`config.mk`:
```
export PLATFORM = sky130hd
export DESIGN_NAME = scoreboard
export DESIGN_NICKNAME = d
export VERILOG_FILES = /design/src/rtl/scoreboard.sv
export SDC_FILE = /design/constraint.sdc
export NUM_CORES = 2
export LEC_CHECK = 0
export ABC_AREA = 0
export BUFFER_PORTS_ARGS = -buffer_cell sky130_fd_sc_hd__clkbuf_2
export CORE_AREA = 2 2 581 583
export CTS_BUF_LIST = sky130_fd_sc_hd__clkbuf_8
export DETAILED_ROUTE_END_ITERATION = 10
export DIE_AREA = 0 0 583 585
export SKIP_LAST_GASP = 1
export SLEW_MARGIN = 20
export SYNTH_ARGS = -nofsm -noshare
export SYNTH_HDL_FRONTEND = slang
export SYNTH_SLANG_ARGS = --single-unit
```
`constraint.sdc`:
```
create_clock -name clk_i -period 3.75 [get_ports clk_i]
set_input_delay 0.9375 -clock clk_i [delete_from_list [all_inputs] [get_ports clk_i]]
set_output_delay 0.9375 -clock clk_i [all_outputs]
set_load 0.005 [all_outputs]
```
`src/rtl/scoreboard.sv`:
```
// Scoreboard: a circular buffer of in-flight instructions. Decode pushes
// entries at the tail. Functional units write results back by transaction
// id. Entries commit strictly in order from the head. Source operands are
// forwarded from the youngest in-flight producer of each register.

package scoreboard_pkg;
    localparam int NR_SB_ENTRIES = 4;
    localparam int NR_WB_PORTS   = 4;
    localparam int TRANS_ID_BITS = $clog2(NR_SB_ENTRIES);

    typedef struct packed {
        logic [63:0] cause;
        logic [63:0] tval;
        logic        valid;
    } exception_t;

    typedef struct packed {
        logic [63:0]              pc;
        logic [TRANS_ID_BITS-1:0] trans_id;
        logic [3:0]               fu;
        logic [6:0]               op;
        logic [4:0]               rs1;
        logic [4:0]               rs2;
        logic [4:0]               rd;
        logic [63:0]              result;
        logic                     valid;
        exception_t               ex;
    } scoreboard_entry_t;
endpackage

module scoreboard #(
    parameter int  NR_ENTRIES    = scoreboard_pkg::NR_SB_ENTRIES,
    parameter int  NR_WB_PORTS   = scoreboard_pkg::NR_WB_PORTS,
    localparam int TRANS_ID_BITS = $clog2(NR_ENTRIES)
) (
    input  logic                                      clk_i,
    input  logic                                      rst_ni,
    input  logic                                      flush_i,
    input  scoreboard_pkg::scoreboard_entry_t         decoded_instr_i,
    input  logic                                      decoded_instr_valid_i,
    output logic                                      decoded_instr_ack_o,
    output logic [TRANS_ID_BITS-1:0]                  issue_trans_id_o,
    output logic                                      full_o,
    input  logic [NR_WB_PORTS-1:0][TRANS_ID_BITS-1:0] trans_id_i,
    input  logic [NR_WB_PORTS-1:0][63:0]              wdata_i,
    input  logic [NR_WB_PORTS-1:0]                    wb_valid_i,
    input  scoreboard_pkg::exception_t [NR_WB_PORTS-1:0] ex_i,
    output scoreboard_pkg::scoreboard_entry_t         commit_instr_o,
    output logic                                      commit_valid_o,
    input  logic                                      commit_ack_i,
    input  logic [4:0]                                rs1_i,
    input  logic [4:0]                                rs2_i,
    output logic [63:0]                               rs1_o,
    output logic [63:0]                               rs2_o,
    output logic                                      rs1_valid_o,
    output logic                                      rs2_valid_o,
    output logic                                      rs1_busy_o,
    output logic                                      rs2_busy_o
);
    localparam int SB_ID_W = scoreboard_pkg::TRANS_ID_BITS;
    localparam int PORT_W  = (NR_WB_PORTS > 1) ? $clog2(NR_WB_PORTS) : 1;
    localparam logic [TRANS_ID_BITS:0] FULL_COUNT = (TRANS_ID_BITS+1)'(NR_ENTRIES);

    scoreboard_pkg::scoreboard_entry_t r_mem [NR_ENTRIES];
    logic [TRANS_ID_BITS-1:0] r_head;
    logic [TRANS_ID_BITS-1:0] r_tail;
    logic [TRANS_ID_BITS:0]   r_count;

    scoreboard_pkg::scoreboard_entry_t w_push_entry;
    logic                                w_push;
    logic                                w_commit;
    logic [TRANS_ID_BITS-1:0]            w_age [NR_ENTRIES];
    logic [NR_ENTRIES-1:0]               w_occupied;
    logic [NR_ENTRIES-1:0]               w_wb_hit;
    logic [NR_ENTRIES-1:0][PORT_W-1:0]   w_wb_port;
    logic [1:0][4:0]                     w_rs;
    logic [1:0]                          w_hit;
    logic [1:0]                          w_rdy;
    logic [1:0][63:0]                    w_fwd;

    // Reset is folded into the ack so nothing is accepted while held in reset.
    assign full_o              = (r_count == FULL_COUNT);
    assign decoded_instr_ack_o = decoded_instr_valid_i & ~full_o & ~flush_i & rst_ni;
    assign issue_trans_id_o    = r_tail;
    assign w_push              = decoded_instr_ack_o;

    assign commit_instr_o = r_mem[r_head];
    assign commit_valid_o = (r_count != '0) && (r_mem[r_head].valid || r_mem[r_head].ex.valid);
    assign w_commit       = commit_ack_i & commit_valid_o & ~flush_i;

    // An entry is occupied when its distance from the head is below the count.
    for (genvar g = 0; g < NR_ENTRIES; g++) begin : g_occ
        assign w_age[g]      = TRANS_ID_BITS'(g) - r_head;
        assign w_occupied[g] = ({1'b0, w_age[g]} < r_count);
    end

    // The pushed entry is tagged with its slot index and starts without a result.
    always_comb begin
        w_push_entry          = decoded_instr_i;
        w_push_entry.trans_id = SB_ID_W'(r_tail);
        w_push_entry.valid    = 1'b0;
    end

    // Pick one writeback port per entry; scanning downward lets the lowest port win.
    always_comb begin
        w_wb_hit  = '0;
        w_wb_port = '0;
        for (int e = 0; e < NR_ENTRIES; e++) begin
            for (int p = NR_WB_PORTS - 1; p >= 0; p--) begin
                if (wb_valid_i[p] && (trans_id_i[p] == TRANS_ID_BITS'(e)) && w_occupied[e]) begin
                    w_wb_hit[e]  = 1'b1;
                    w_wb_port[e] = PORT_W'(p);
                end
            end
        end
    end

    // Walk the occupied entries from oldest to youngest so the last match is the youngest producer.
    assign w_rs = {rs2_i, rs1_i};
    always_comb begin
        w_hit = '0;
        w_rdy = '0;
        w_fwd = '0;
        for (int k = 0; k < NR_ENTRIES; k++) begin
            for (int s = 0; s < 2; s++) begin
                if (((TRANS_ID_BITS+1)'(k) < r_count) && (w_rs[s] != 5'd0) &&
                    (r_mem[r_head + TRANS_ID_BITS'(k)].rd == w_rs[s])) begin
                    w_hit[s] = 1'b1;
                    w_rdy[s] = r_mem[r_head + TRANS_ID_BITS'(k)].valid;
                    w_fwd[s] = r_mem[r_head + TRANS_ID_BITS'(k)].result;
                end
            end
        end
    end

    assign rs1_valid_o = w_hit[0] & w_rdy[0];
    assign rs2_valid_o = w_hit[1] & w_rdy[1];
    assign rs1_busy_o  = w_hit[0] & ~w_rdy[0];
    assign rs2_busy_o  = w_hit[1] & ~w_rdy[1];
    assign rs1_o       = rs1_valid_o ? w_fwd[0] : 64'd0;
    assign rs2_o       = rs2_valid_o ? w_fwd[1] : 64'd0;

    // Head, tail and count move with push/commit; flush empties the buffer.
    always_ff @(posedge clk_i or negedge rst_ni) begin
        if (!rst_ni) begin
            r_head  <= '0;
            r_tail  <= '0;
            r_count <= '0;
        end else if (flush_i) begin
            r_head  <= '0;
            r_tail  <= '0;
            r_count <= '0;
        end else begin
            if (w_push) begin
                r_tail <= r_tail + TRANS_ID_BITS'(1);
            end
            if (w_commit) begin
                r_head <= r_head + TRANS_ID_BITS'(1);
            end
            if (w_push && !w_commit) begin
                r_count <= r_count + (TRANS_ID_BITS+1)'(1);
            end else if (!w_push && w_commit) begin
                r_count <= r_count - (TRANS_ID_BITS+1)'(1);
            end
        end
    end

    // Entry storage: push fills the tail slot, writebacks fill results of occupied slots.
    always_ff @(posedge clk_i or negedge rst_ni) begin
        if (!rst_ni) begin
            for (int e = 0; e < NR_ENTRIES; e++) begin
                r_mem[e] <= '0;
            end
        end else if (flush_i) begin
            for (int e = 0; e < NR_ENTRIES; e++) begin
                r_mem[e].valid    <= 1'b0;
                r_mem[e].ex.valid <= 1'b0;
            end
        end else begin
            for (int e = 0; e < NR_ENTRIES; e++) begin
                if (w_push && (r_tail == TRANS_ID_BITS'(e))) begin
                    r_mem[e] <= w_push_entry;
                end else if (w_wb_hit[e]) begin
                    r_mem[e].result <= wdata_i[w_wb_port[e]];
                    r_mem[e].valid  <= 1'b1;
                    if (ex_i[w_wb_port[e]].valid) begin
                        r_mem[e].ex <= ex_i[w_wb_port[e]];
                    end
                end
            end
        end
    end
endmodule
```
# Yosys cells after proc, flatten, opt, wreduce, memory -nomap -nowiden
# Index checks and enable logic that the tools add are counted.
dict set report totals {
  regBits 1151
  latchBits 0
  mem_bits_rw 0
  mem_bits_ro 0
  inputBits 1085
  n_memories 0
}
dict set report op_classes {
  add_sub_neg 10
  n_mul 0
  div 0
  n_lt_le_gt_ge 16
  eq_ne 24
  shifts 0
  muxes 113
  bitwise_logic 17
  n_reduce_logical 101
}
# op n
set op_table {}
lappend op_table {{binary-select mux 286 bit (select 2 bit)} 4}
lappend op_table {{two-way mux 194 bit} 8}
lappend op_table {{two-way mux 199 bit} 6}
lappend op_table {{binary-select mux 129 bit (select 2 bit)} 4}
lappend op_table {{two-way mux 129 bit} 8}
lappend op_table {{two-way mux 64 bit} 14}
lappend op_table {{two-way mux 286 bit} 2}
lappend op_table {{binary-select mux 64 bit (select 2 bit)} 4}
lappend op_table {{logical AND 1 bit} 55}
lappend op_table {{== test 5 bit} 8}
lappend op_table {{two-way mux 1 bit} 40}
lappend op_table {{two-way mux 2 bit} 20}
lappend op_table {{nonzero test 3 bit} 10}
lappend op_table {{AND reduction 2 bit} 12}
lappend op_table {{== test 2 bit (second input constant)} 10}
lappend op_table {{nonzero test 2 bit} 10}
lappend op_table {{greater-or-equal comparator 3 bit (second input constant)} 4}
lappend op_table {{less-than comparator 2 x 3 -> 1 bit} 4}
lappend op_table {{less-than comparator 2 x 3 -> 1 bit (second input constant)} 4}
lappend op_table {{NOT 2 -> 3 bit} 4}
lappend op_table {{AND reduction 3 bit} 4}
lappend op_table {{== test 2 x 1 -> 1 bit (second input constant)} 5}
lappend op_table {{zero test 2 bit} 5}
lappend op_table {{nonzero test 5 bit} 2}
lappend op_table {{other kinds (14)} 34}

# Logic depth before layout (Yosys ltp)
dict set report depth {
  word_depth 13
  depth_mapped 18
}

# Worst setup path before layout
# Ideal clock, no wire load.
dict set report synth_path {
  path_kind {input to output}
  from {input port rs1_i[0]}
  to {output port rs1_o[10]}
  arrival_ps 3068
  required_ps 2812
  setup_slack_ps -255
  stages 9
  path_buffers 1
  cell_sequence {clkbuf_1 -> nor3_1 -> a21o_1 -> a211oi_2 -> o211a_1 -> mux2i_1 -> o221ai_1 -> o22a_1 -> a211oi_1}
}
dict set report synth_between {
  elab_chain_cells 9
  elab_cells_between_ends 27
  cone_classes {eq/ne (4); mux (13); bitwise (1); reduce/logical (9)}
}
# element line
set synth_rtl {}
lappend synth_rtl {{from (decl)} 51} ;# input logic [4:0] rs1_i,
lappend synth_rtl {{nonzero test 5 bit} 126} ;# if (((TRANS_ID_BITS+1)'(k) < r_count) && (w_rs[s] != 5'd0) &&
lappend synth_rtl {{logical AND 1 bit (2 in series)} 126}
lappend synth_rtl {{two-way mux 1 bit (4 in series)} 126}
lappend synth_rtl {{AND 1 bit} 136} ;# assign rs1_valid_o = w_hit[0] & w_rdy[0];
lappend synth_rtl {{two-way mux 64 bit (*)} 140} ;# assign rs1_o = rs1_valid_o ? w_fwd[0] : 64'd0;
lappend synth_rtl {{to (decl)} 53} ;# output logic [63:0] rs1_o,
# Mark *: on every way between the ends. The rest lies on a longest branch, timed or not.

# Worst setup path in the final report
dict set report layout_path {
  from {register r_head[0]}
  to {output port rs2_o[57]}
}
dict set report layout_between {
  elab_chain_cells 12
  elab_cells_between_ends 41
  cone_classes {add/sub (3); eq/ne (4); mux (25); bitwise (5); reduce/logical (4)}
}
# element line
set layout_rtl {}
lappend layout_rtl {{from (decl)} 65} ;# logic [TRANS_ID_BITS-1:0] r_head;
lappend layout_rtl {{from (signal assigned)} 158} ;# r_head <= r_head + TRANS_ID_BITS'(1);
lappend layout_rtl {{adder 2 x 1 -> 2 bit / NOT 2 -> 3 bit (equally long branches)} {127, 129, 130}}
lappend layout_rtl {{NOT 2 -> 3 bit (not written as such) / binary-select mux 286 bit (select 2 bit) (equally long branches)} {127, 129, 130}}
lappend layout_rtl {{binary-select mux 286 bit (select 2 bit) / two-way mux 286 bit (equally long branches)} {127, 129, 130}}
lappend layout_rtl {{two-way mux 199 bit (not written as such) / two-way mux 286 bit (equally long branches)} 130} ;# w_fwd[s] = r_mem[r_head + TRANS_ID_BITS'(k)].result;
lappend layout_rtl {{two-way mux 199 bit (not written as such) / == test 5 bit (equally long branches)} {130, 127}}
lappend layout_rtl {{== test 5 bit / logical AND 1 bit (equally long branches)} {127, 126}}
lappend layout_rtl {{logical AND 1 bit / two-way mux 1 bit (equally long branches)} 126}
lappend layout_rtl {{two-way mux 1 bit (3 in series)} 126}
lappend layout_rtl {{AND 1 bit} 137} ;# assign rs2_valid_o = w_hit[1] & w_rdy[1];
lappend layout_rtl {{two-way mux 64 bit (*)} 141} ;# assign rs2_o = rs2_valid_o ? w_fwd[1] : 64'd0;
lappend layout_rtl {{to (decl)} 54} ;# output logic [63:0] rs2_o,
# Mark *: on every way between the ends. The rest lies on a longest branch, timed or not. The select of a mux whose other input is x is not followed.

==> impl_metrics.tcl <==
set metrics [dict create \
    status "finished, violations left" \
    violations "negative setup slack" \
    drc 0 \
    cp-start-kind "flip-flop" \
    met1_usage 0.359 \
    async_flop_share 1.00 \
    n_fill_cell 35000 \
    io_buffers 1504 \
    clk_latency_ns 1.01 \
    drv_slew 0 \
    path_max_fanout 8 \
    place_hpwl_um 396000 \
    netlist_instances 11300 \
    yosysWarnings 0 \
    synth_common_cells "nand2_1 (3714), dfrtp_1 (1151), clkbuf_1 (843)" \
    rsz0062_at_grt "yes" \
    vdd_ir_drop_max_mv 0.327 \
    die_area_mm2 0.341 \
    clockBufferDepth 4 \
    synth-edff-count 0 \
    die_h_um 585 \
    nets 14100 \
    synthTopCellsByArea "dfrtp_1 (33%), nand2_1 (16%), mux4_2 (12%)" \
    yosysUniqueCellTypes 70 \
    ys_seq_area_frac 0.326 \
    p_leak_nw 50.9 \
    synth_seq_cells 1151 \
    ios 1508 \
    synth_top_cell_area_share 0.326 \
    syn-cell-area_mm2 0.0882 \
    row_count 213 \
    routedWlPerCell_um 30.1 \
    numCtsBuffers 221 \
    cap_viol_max_count 0 \
    worst_slack_ns -1.84 \
    cts_tree "built" \
    layout-drive-gt1-share 0.285 \
    gp_congestion 1.08 \
    fmax_mhz 179 \
    critPathCaptureType "primary output" \
    htree_levels 4 \
    grtUsageMet2 0.438 \
    min_period_ns 5.59 \
    dieWidth_um 583 \
    min_path_type "in -> reg" \
    yosysMostFrequentCell "nand2_1" \
    grt_usage 0.297 \
    fp.coreArea_mm2 0.335 \
    antenna_found_initial 408 \
    setup_viol 1138 \
    utilization 0.346 \
    ant_nets 0 \
    dr.pass1.iters 8 \
    grtUsageMet3 0.0953 \
    cp_data_required_time_ns 2.81 \
    drt-total-wl_um 537000 \
    busiest_layer "met2" \
    hold_violations 0 \
    clk_pin_slew_worst_paths_ns 0.06 \
    viasPerCell 5.77 \
    cts_sinks 1151 \
    crit_type "reg -> out" \
    whs_endpoint "r_mem[482]" \
    worst_slew_pin_slew_ns 1.30 \
    finalCritPeriodShare 1.49 \
    r2r-end "r_mem[78]" \
    grt_pass1_wl_um 734000 \
    min_path_cells 3 \
    grt_pass1_vias 93400 \
    syn_nets 12400 \
    yosys.area.top_type "dfrtp_1" \
    synth_ff_type "dfrtp_1" \
    grt_max_degree 152 \
    area_delta_synth_final_pct 31.4 \
    ff2ff_setup_slack_ns -0.56 \
    post-place-ws_ns -0.642 \
    drt_iter0_drc 14400 \
    rr_worst_depth 18 \
    cts_root_buf "clkbuf_8" \
    r2r_start "r_head[1]" \
    slew_headroom 0.134 \
    clock_skew_ns 0.0505 \
    vias 103000 \
    avgSynthCellArea_um2 7.79 \
    p_per_area_mw_per_mm2 459 \
    start_util 0.263 \
    worstPathArrival_ns 4.66 \
    min-delay-start "decoded_instr_i[196]" \
    grt.overflow.total 0 \
]
-- metrics by stage --
step                hold slack (ns)  power, mW  std cells  TNS (ns)  instance area, um^2
floorplan                     0.440       29.3      11300         0                88300
global placement              0.452       38.0      17100    -99.53               107000
detailed placement            0.457       38.5      17100   -108.33               107000
CTS                          0.0131       52.6      17500   -449.06               114000
global route                 0.0614       55.7      17800   -647.73               116000
finish                        0.178       53.3      17900   -454.82               116000
-- power by group --
| part | switching [mW] | leakage (nW) | internal [mW] |
|---|---|---|---|
| Sequential | 4.05 | 14.6 | 16.8 |
| Clock | 6.39 | 2.72 | 7.59 |
| Combinational | 9.79 | 33.5 | 8.64 |
-- worst max-delay path, cell delays in order (launching register included) --
cell      delay, ns
dfrtp_4        0.49
buf_12         0.15
buf_8          0.13
mux4_2         0.47
buf_4          0.16
xnor2_1        0.13
nand3_2        0.13
inv_2          0.07
buf_4          0.13
buf_4          0.13
and3_2         0.26
a222oi_1       1.09
nor2_1         0.12
clkbuf_2       0.17
-- how the worst max path moves through the flow --
stage | start | cells after the start | endpoint | slack [ns]
after floorplan | rs2_i[1] | 11 | rs2_o[11] | 0.02
after global placement | rs2_i[1] | 13 | rs2_o[10] | -0.69
after detailed placement | rs2_i[1] | 13 | rs2_o[10] | -0.64
after CTS | r_head[0] | 14 | rs2_o[44] | -1.58
after global routing | r_head[0] | 12 | rs2_o[57] | -1.88
final | r_head[0] | 13 | rs2_o[57] | -1.84
-- metal layers --
| layer | wire [um] | vias up |
|---|---|---|
| li1 | - | 44300 |
| met1 | 196000 | 49900 |
| met2 | 231000 | 7100 |
| met3 | 62600 | 1779 |
| met4 | 45500 | 164 |
| met5 | 1090 | - |
-- sequential cells by signal (all words and copies together), names as in the netlist --
signal            count
r_mem              1144
issue_trans_id_o      2
r_count               3
r_head                2
-- cell families (layout without fill, tap and decap cells) --
family,after synthesis,count (layout),synth area share
AO/OA/AOI/OAI,2566,2566,0.186
multiplexers,837,837,0.162
adder cells (fa/ha/maj),13,13,0.00179
other,0,282,0
XOR/XNOR,45,45,0.00447
buffers and inverters,1161,3009,0.0529
AND/OR/NAND/NOR,5556,5557,0.266
flip-flops,1151,1151,0.326
-- cells in the final DEF (no fill, tap or decap), drive strengths merged, types with 35 or more instances in the layout --
cell type | Yosys | final
nand2 | 3714 | 3714
mux2i | 187 | 187
a222oi | 54 | 54
a22o | 54 | 54
nor2 | 448 | 448
inv | 22 | 86
clkbuf | 843 | 1774
a21oi | 815 | 815
clkinv | 0 | 35
mux2 | 197 | 197
and3 | 389 | 390
a311oi | 449 | 449
and2 | 209 | 209
dfrtp | 1151 | 1151
o21ai | 553 | 553
diode | 0 | 282
buf | 296 | 1092
nand3 | 717 | 717
o211ai | 61 | 61
a31oi | 193 | 193
mux4 | 453 | 453
a211oi | 338 | 338
-- area by class of cell --
| cell class | instances | area [um^2] | area share |
|---|---|---|---|
| Antenna cell | 282 | 706 | 0.00609 |
| Multi-Input combinational cell | 9018 | 55800 | 0.482 |
| Tap cell | 4407 | 5510 | 0.0476 |
| Sequential cell | 1151 | 28800 | 0.248 |
| Inverter | 22 | 87.6 | 0.000755 |
| Clock inverter | 110 | 816 | 0.00704 |
| Clock buffer | 291 | 4010 | 0.0345 |
| Timing Repair Buffer | 2586 | 20200 | 0.174 |
-- timing repair --
action,in CTS,in global routing
setup endpoints to repair,961,1155
gates resized for setup,186,193
hold endpoints to repair,112,0
setup buffers,35,45
hold buffers,1,0
gates cloned,25,26
pin swaps,76,80
Note: power is estimated with default switching activity, not from simulation.
